<file path="config.mk">
export PLATFORM = sky130hd
export DESIGN_NAME = core_mem_arbiter
export DESIGN_NICKNAME = d
export VERILOG_FILES = /design/src/rtl/core_mem_arbiter.sv
export SDC_FILE = /design/constraint.sdc
export NUM_CORES = 1
export LEC_CHECK = 0
export CORE_ASPECT_RATIO = 0.8
export CORE_MARGIN = 5
export CORE_UTILIZATION = 45
export CTS_BUF_LIST = sky130_fd_sc_hd__clkbuf_8
export DETAILED_ROUTE_END_ITERATION = 12
export PLACE_DENSITY = 0.94
export SYNTH_ARGS = -nofsm -noshare
export SYNTH_HDL_FRONTEND = slang
export SYNTH_SLANG_ARGS = --single-unit
</file>
<file path="constraint.sdc">
create_clock -name CLK -period 5.61 [get_ports CLK]
set_clock_uncertainty 0.15 [all_clocks]
set_input_delay 1.122 -clock CLK [delete_from_list [all_inputs] [get_ports CLK]]
set_output_delay 1.122 -clock CLK [all_outputs]
set_load 0.05 [all_outputs]
</file>
<file path="src/rtl/core_mem_arbiter.sv">
// rtl/core_mem_arbiter.sv - shares one single-beat memory bus between the instruction fetch and data ports
//
// Purpose:
//   Latches single-cycle fetch/load/store strobes into per-side pending
//   registers. Grants the shared bus to one side at a time and breaks ties
//   round-robin. Produces the BUSY/DONE pairs that the hazard unit uses to
//   stall and release the pipeline.
//
// Optional build macro:
//   CORE_MEM_ARB_TIMEOUT_EN - abandons a grant after TIMEOUT_CYCLES cycles
//                             without BUS_READY and reports it with DONE+ERR.
//
// Ports:
//   CLK, NRST            clock; synchronous active-low reset
//   IMEM_REQ/ADDR        fetch strobe and address
//   IMEM_RDATA/BUSY/DONE/ERR  fetch result, stall, completion pulse, error
//   DMEM_REQ_LOAD/STORE  data strobes (both set together = store)
//   DMEM_ADDR/WDATA/STRB data address, store data, byte enables
//   DMEM_RDATA/BUSY/DONE/ERR  load result, stall, completion pulse, error
//   BUS_VALID/WRITE/ADDR/WDATA/STRB  shared bus request
//   BUS_READY/RDATA      bus completion and read data

module core_mem_arbiter #(
    parameter int AW             = 32,
    parameter int DW             = 32,
    parameter int TIMEOUT_CYCLES = 255
) (
    input  logic          CLK,
    input  logic          NRST,
    input  logic          IMEM_REQ,
    input  logic [AW-1:0] IMEM_ADDR,
    output logic [DW-1:0] IMEM_RDATA,
    output logic          IMEM_BUSY,
    output logic          IMEM_DONE,
    output logic          IMEM_ERR,
    input  logic          DMEM_REQ_LOAD,
    input  logic          DMEM_REQ_STORE,
    input  logic [AW-1:0] DMEM_ADDR,
    input  logic [DW-1:0] DMEM_WDATA,
    input  logic [3:0]    DMEM_STRB,
    output logic [DW-1:0] DMEM_RDATA,
    output logic          DMEM_BUSY,
    output logic          DMEM_DONE,
    output logic          DMEM_ERR,
    output logic          BUS_VALID,
    output logic          BUS_WRITE,
    output logic [AW-1:0] BUS_ADDR,
    output logic [DW-1:0] BUS_WDATA,
    output logic [3:0]    BUS_STRB,
    input  logic          BUS_READY,
    input  logic [DW-1:0] BUS_RDATA
);

    typedef enum logic [1:0] {
        IDLE    = 2'd0,
        GRANT_I = 2'd1,
        GRANT_D = 2'd2
    } state_t;

    state_t state, state_nx;

    logic          pend_i, pend_d;
    logic [AW-1:0] addr_i, addr_d;
    logic [DW-1:0] wdata_d;
    logic [3:0]    strb_d;
    logic          write_d;
    logic          last_d;      // 1 when the most recent grant went to the data side
    logic          done_i, done_d;
    logic          err_i, err_d;
    logic [DW-1:0] rdata_i, rdata_d;

    logic          take_i, take_d;
    logic          want_i, want_d;
    logic          granted;
    logic          handshake;
    logic          timeout_hit;
    logic          xfer_end;

    // A strobe is only accepted while that side is not already busy.
    assign take_i = IMEM_REQ & ~pend_i;
    assign take_d = (DMEM_REQ_LOAD | DMEM_REQ_STORE) & ~pend_d;

    // The strobe itself counts as pending so IDLE can grant on that same edge.
    assign want_i = pend_i | IMEM_REQ;
    assign want_d = pend_d | DMEM_REQ_LOAD | DMEM_REQ_STORE;

    assign granted   = (state == GRANT_I) || (state == GRANT_D);
    assign BUS_VALID = granted & ~timeout_hit;
    assign handshake = BUS_VALID & BUS_READY;
    assign xfer_end  = granted & (handshake | timeout_hit);

`ifdef CORE_MEM_ARB_TIMEOUT_EN
    localparam int CW = $clog2(TIMEOUT_CYCLES + 1);
    logic [CW-1:0] tcnt;

    assign timeout_hit = granted && (tcnt == CW'(TIMEOUT_CYCLES));

    // Every grant is preceded by an IDLE cycle, so clearing in IDLE restarts
    // the count for each new grant.
    always_ff @(posedge CLK) begin
        if (!NRST || state == IDLE) begin
            tcnt <= '0;
        end else if (!BUS_READY && !timeout_hit) begin
            tcnt <= tcnt + 1'b1;
        end
    end
`else
    logic unused_timeout;
    assign timeout_hit    = 1'b0;
    assign unused_timeout = (TIMEOUT_CYCLES != 0);
`endif

    always_ff @(posedge CLK) begin
        if (!NRST) begin
            state <= IDLE;
        end else begin
            state <= state_nx;
        end
    end

    always_comb begin
        state_nx = state;
        case (state)
            IDLE: begin
                if (want_i && want_d) begin
                    state_nx = last_d ? GRANT_I : GRANT_D;
                end else if (want_d) begin
                    state_nx = GRANT_D;
                end else if (want_i) begin
                    state_nx = GRANT_I;
                end
            end
            GRANT_I, GRANT_D: begin
                if (xfer_end) begin
                    state_nx = IDLE;
                end
            end
            default: state_nx = IDLE;
        endcase
    end

    // Pending registers. Capture and clear never coincide on one side:
    // capture needs the side idle, clearing needs it granted.
    always_ff @(posedge CLK) begin
        if (!NRST) begin
            pend_i  <= 1'b0;
            pend_d  <= 1'b0;
            addr_i  <= '0;
            addr_d  <= '0;
            wdata_d <= '0;
            strb_d  <= '0;
            write_d <= 1'b0;
            last_d  <= 1'b0;
        end else begin
            if (take_i) begin
                pend_i <= 1'b1;
                addr_i <= IMEM_ADDR;
            end else if (state == GRANT_I && xfer_end) begin
                pend_i <= 1'b0;
            end

            if (take_d) begin
                pend_d  <= 1'b1;
                addr_d  <= DMEM_ADDR;
                wdata_d <= DMEM_WDATA;
                strb_d  <= DMEM_STRB;
                write_d <= DMEM_REQ_STORE;
            end else if (state == GRANT_D && xfer_end) begin
                pend_d <= 1'b0;
            end

            if (state == IDLE && state_nx == GRANT_D) begin
                last_d <= 1'b1;
            end else if (state == IDLE && state_nx == GRANT_I) begin
                last_d <= 1'b0;
            end
        end
    end

    // Completion: one-cycle DONE pulses and held read data.
    always_ff @(posedge CLK) begin
        if (!NRST) begin
            done_i  <= 1'b0;
            done_d  <= 1'b0;
            err_i   <= 1'b0;
            err_d   <= 1'b0;
            rdata_i <= '0;
            rdata_d <= '0;
        end else begin
            done_i <= (state == GRANT_I) && xfer_end;
            done_d <= (state == GRANT_D) && xfer_end;
            err_i  <= (state == GRANT_I) && timeout_hit;
            err_d  <= (state == GRANT_D) && timeout_hit;
            if (state == GRANT_I && timeout_hit) begin
                rdata_i <= '0;
            end else if (state == GRANT_I && handshake) begin
                rdata_i <= BUS_RDATA;
            end
            if (state == GRANT_D && timeout_hit) begin
                rdata_d <= '0;
            end else if (state == GRANT_D && handshake && !write_d) begin
                rdata_d <= BUS_RDATA;
            end
        end
    end

    // Bus fields come straight from the granted pending register, so they
    // stay stable for as long as the grant lasts.
    always_comb begin
        BUS_WRITE = 1'b0;
        BUS_ADDR  = '0;
        BUS_WDATA = '0;
        BUS_STRB  = 4'h0;
        case (state)
            GRANT_I: begin
                BUS_ADDR = addr_i;
                BUS_STRB = 4'hF;
            end
            GRANT_D: begin
                BUS_WRITE = write_d;
                BUS_ADDR  = addr_d;
                BUS_WDATA = write_d ? wdata_d : '0;
                BUS_STRB  = write_d ? strb_d : 4'hF;
            end
            default: ;
        endcase
    end

    assign IMEM_BUSY  = pend_i;
    assign DMEM_BUSY  = pend_d;
    assign IMEM_DONE  = done_i;
    assign DMEM_DONE  = done_d;
    assign IMEM_RDATA = rdata_i;
    assign DMEM_RDATA = rdata_d;
`ifdef CORE_MEM_ARB_TIMEOUT_EN
    assign IMEM_ERR   = err_i;
    assign DMEM_ERR   = err_d;
`else
    assign IMEM_ERR   = 1'b0;
    assign DMEM_ERR   = 1'b0;
    logic unused_err;
    assign unused_err = err_i | err_d;
`endif

endmodule

</file>
==> summary.txt <==
Power and ir drop
  • Static leakage: 3.85 nW
  • VDD IR-drop max: 0.000237 V
  • Pwr dens: 281 nW/um^2

Critical path
  • Reg2reg end: IMEM_RDATA[18]
  • Critical path arrival: 3510 ps
  • Worst R2R Start: state[1]
  • CP Launch Type: flop
  • Reg2reg path depth: 6
  • Crit. End Element: primary output
  • Critical Path Fanout Max: 33
  • Worst Setup SP: state[1]
  • CP Class: reg -> out
  • Worst R2R Setup Slack: 2340 ps
  • Crit path to: BUS_ADDR[29]
  • Worst Path Required: 4340 ps

GRT
  • Largest net degree at the start of global routing: 97
  • Total GRT Usage: 0.224
  • First-pass GRT wire length: 33.8 mm
  • Initial antenna violation count: 0
  • GR Overflow Total: 0
  • Number of global-route vias before repair: 6615

Die
  • I/O pin count: 278
  • Core ar.: 15800 um^2
  • # rows: 41
  • Die area: 18800 um^2
  • Die X-Extent: 152 um
  • Starting Density: 0.459
  • Die Y: 123 um

Timing
  • Endpoints failing hold: 0
  • Fin. max-slew vios: 0
  • TNS Setup: 0 ps
  • Slew headroom: 0.125
  • Max Freq: 0.209 GHz
  • Final Worst Setup Slack: 828 ps
  • Final setup fails: 0
  • Unrepaired setup endpoints after global routing: false
  • Tcrit/Tclk final: 0.852
  • Slew @ Worst Pin: 1310 ps
  • Minimum clock period: 4780 ps

Cells and area
  • FF+latch area: 3440 um^2
  • Commonest non-fill, non-tap cell in the layout: nand2_1
  • Layout cells sized above 1: 0.0625
  • Most frequent cells in the layout: 334 x nand2_1, 274 x clkdlybuf4s50_1, 172 x dfxtp_1
  • Footprint of the multi-input gates: 3400 um^2
  • Fill count: 1298
  • Final net count: 1234
  • Syn-to-layout area delta: 42.5%
  • Final std cells w/o fill: 1319
  • Ant diodes: 0

CTS
  • Clock slew at reported path FFs: 90 ps
  • Post-CTS Setup Inserts: 0
  • Resize count post-CTS: 0
  • CTS Buffer Depth: 2
  • Number of H-tree levels: 4
  • CTS sink count: 172
  • Num CTS Buffers: 17
  • Clock Latency Late Sink: 440 ps
  • # hold bufs at CTS: 0
  • CTS tree: built
  • CTS Root Cell: clkbuf_8

Yosys
  • Post-synth EDFFs: 0
  • Top cells by area, synth: dfxtp_1 48%, nand2_1 17%, a21boi_1 7.8%, a21boi_0 7.3%, a22o_1 3.9%
  • Cell Area, Synth: 7250 um^2
  • Primary flip-flop cell chosen by synthesis mapping: dfxtp_1
  • Register bit total from synthesis: 172
  • Synth top area share: 0.475
  • Area leader, netlist: dfxtp_1
  • Post-synth ARST share: 0
  • Yosys cell types: 35
  • Mapped Cells: 861
  • Syn. warnings: 0
  • Syn_area_per_cell: 8.42 um^2
  • Post-synthesis sequential area ratio: 0.475

Detailed routing
  • Final ANT Viol Nets: 0
  • Initial DRC count: 329
  • DRC: 0
  • Via/cell ratio: 5.11
  • Routed WL: 21.6 mm
  • Drt first pass iters: 4
  • DR vias: 6744
  • Wire length per cell: 16.4 um

Placement
  • Placed cells: 1288
  • Place WS: 1220 ps
  • Post-DP HPWL: 15.4 mm
  • Port buffer count: 275
  • Routability cong.: 0.830

Job
  • Max_cap viols: 0

Outcome
  • Outcome: complete, no violations

Hold path
  • Hold Crit Class: reg -> reg
[registers in the layout, indices dropped and copies added (netlist names), 2 cells and up]
name,cells
state,2
strb_d,4
addr_d,32
DMEM_RDATA,32
addr_i,32
IMEM_RDATA,32
wdata_d,32
[cell usage after synthesis (5+ instances only)]
library cell,count
a22o_1,32
dfxtp_1,172
o21ai_0,5
and3_1,34
buf_2,27
nand2_1,334
a21boi_2,20
nor2b_1,7
clkbuf_1,31
buf_4,8
a21boi_0,70
a21boi_1,75
[where the power goes]
group	leakage (nW)	switching [mW]	total, mW	internal [mW]
Sequential	1.41	0.0512	1.35	1.30
Combinational	2.25	0.420	0.686	0.266
Clock	0.192	0.453	0.860	0.407
Total	3.85	0.924	2.90	1.97
[cells by family after synthesis]
| kind of cell | share of synthesized area |
|---|---|
| multiplexers | 0.00138 |
| AO/OA/AOI/OAI | 0.232 |
| other | 0.000518 |
| AND/OR/NAND/NOR | 0.228 |
| buffers and inverters | 0.0565 |
| adder cells (fa/ha/maj) | 0.00691 |
| flip-flops | 0.475 |
[through the flow]
stage | cell area (um^2) | total power [mW] | hold slack [ps] | util
after floorplan | 7250 | 1.81 | 285 | -
after global placement | 9940 | 2.05 | 289 | 0.629
after detailed placement | 9940 | 2.07 | 294 | 0.629
after CTS | 10300 | 2.92 | 308 | 0.653
after global routing | 10300 | 3.03 | 324 | 0.653
final | 10300 | 2.90 | 305 | 0.653
[critical path, stage by stage, from the launching register on]
cell,delay [ps]
dfxtp_1,410
inv_1,100
ha_1,390
and2_1,1030
a22o_1,280
clkdlybuf4s50_1,830
[worst min path at each step]
stage / cells after the start / endpoint / slack, ps / startpoint
3_3_place_gp: 2 / IMEM_RDATA[30] / 290 / IMEM_RDATA[30]
5_1_grt: 2 / DMEM_RDATA[6] / 320 / DMEM_RDATA[6]
4_1_cts: 2 / addr_i[15] / 310 / addr_i[15]
3_5_place_dp: 2 / DMEM_RDATA[22] / 290 / DMEM_RDATA[22]
6_report: 2 / DMEM_RDATA[28] / 300 / DMEM_RDATA[28]
2_1_floorplan: 2 / addr_i[13] / 280 / addr_i[13]
[metal layers]
metal  up-vias  wire (um)  global-route usage
met3        35       1840              0.0924
met4         0        510              0.0741
met5         -          0                   0
li1       3294          -                   -
met1      3190       8870               0.262
met2       225      10400               0.376
[area by class of cell]
cell class / instances / area share
clock buffer: 18 / 0.0240
timing repair buffer: 284 / 0.273
tap: 215 / 0.0261
clock inverter: 13 / 0.0133
sequential: 172 / 0.334
inverter: 2 / 0.000727
multi-input combinational: 615 / 0.329
Power figures use the tool's default switching activity.
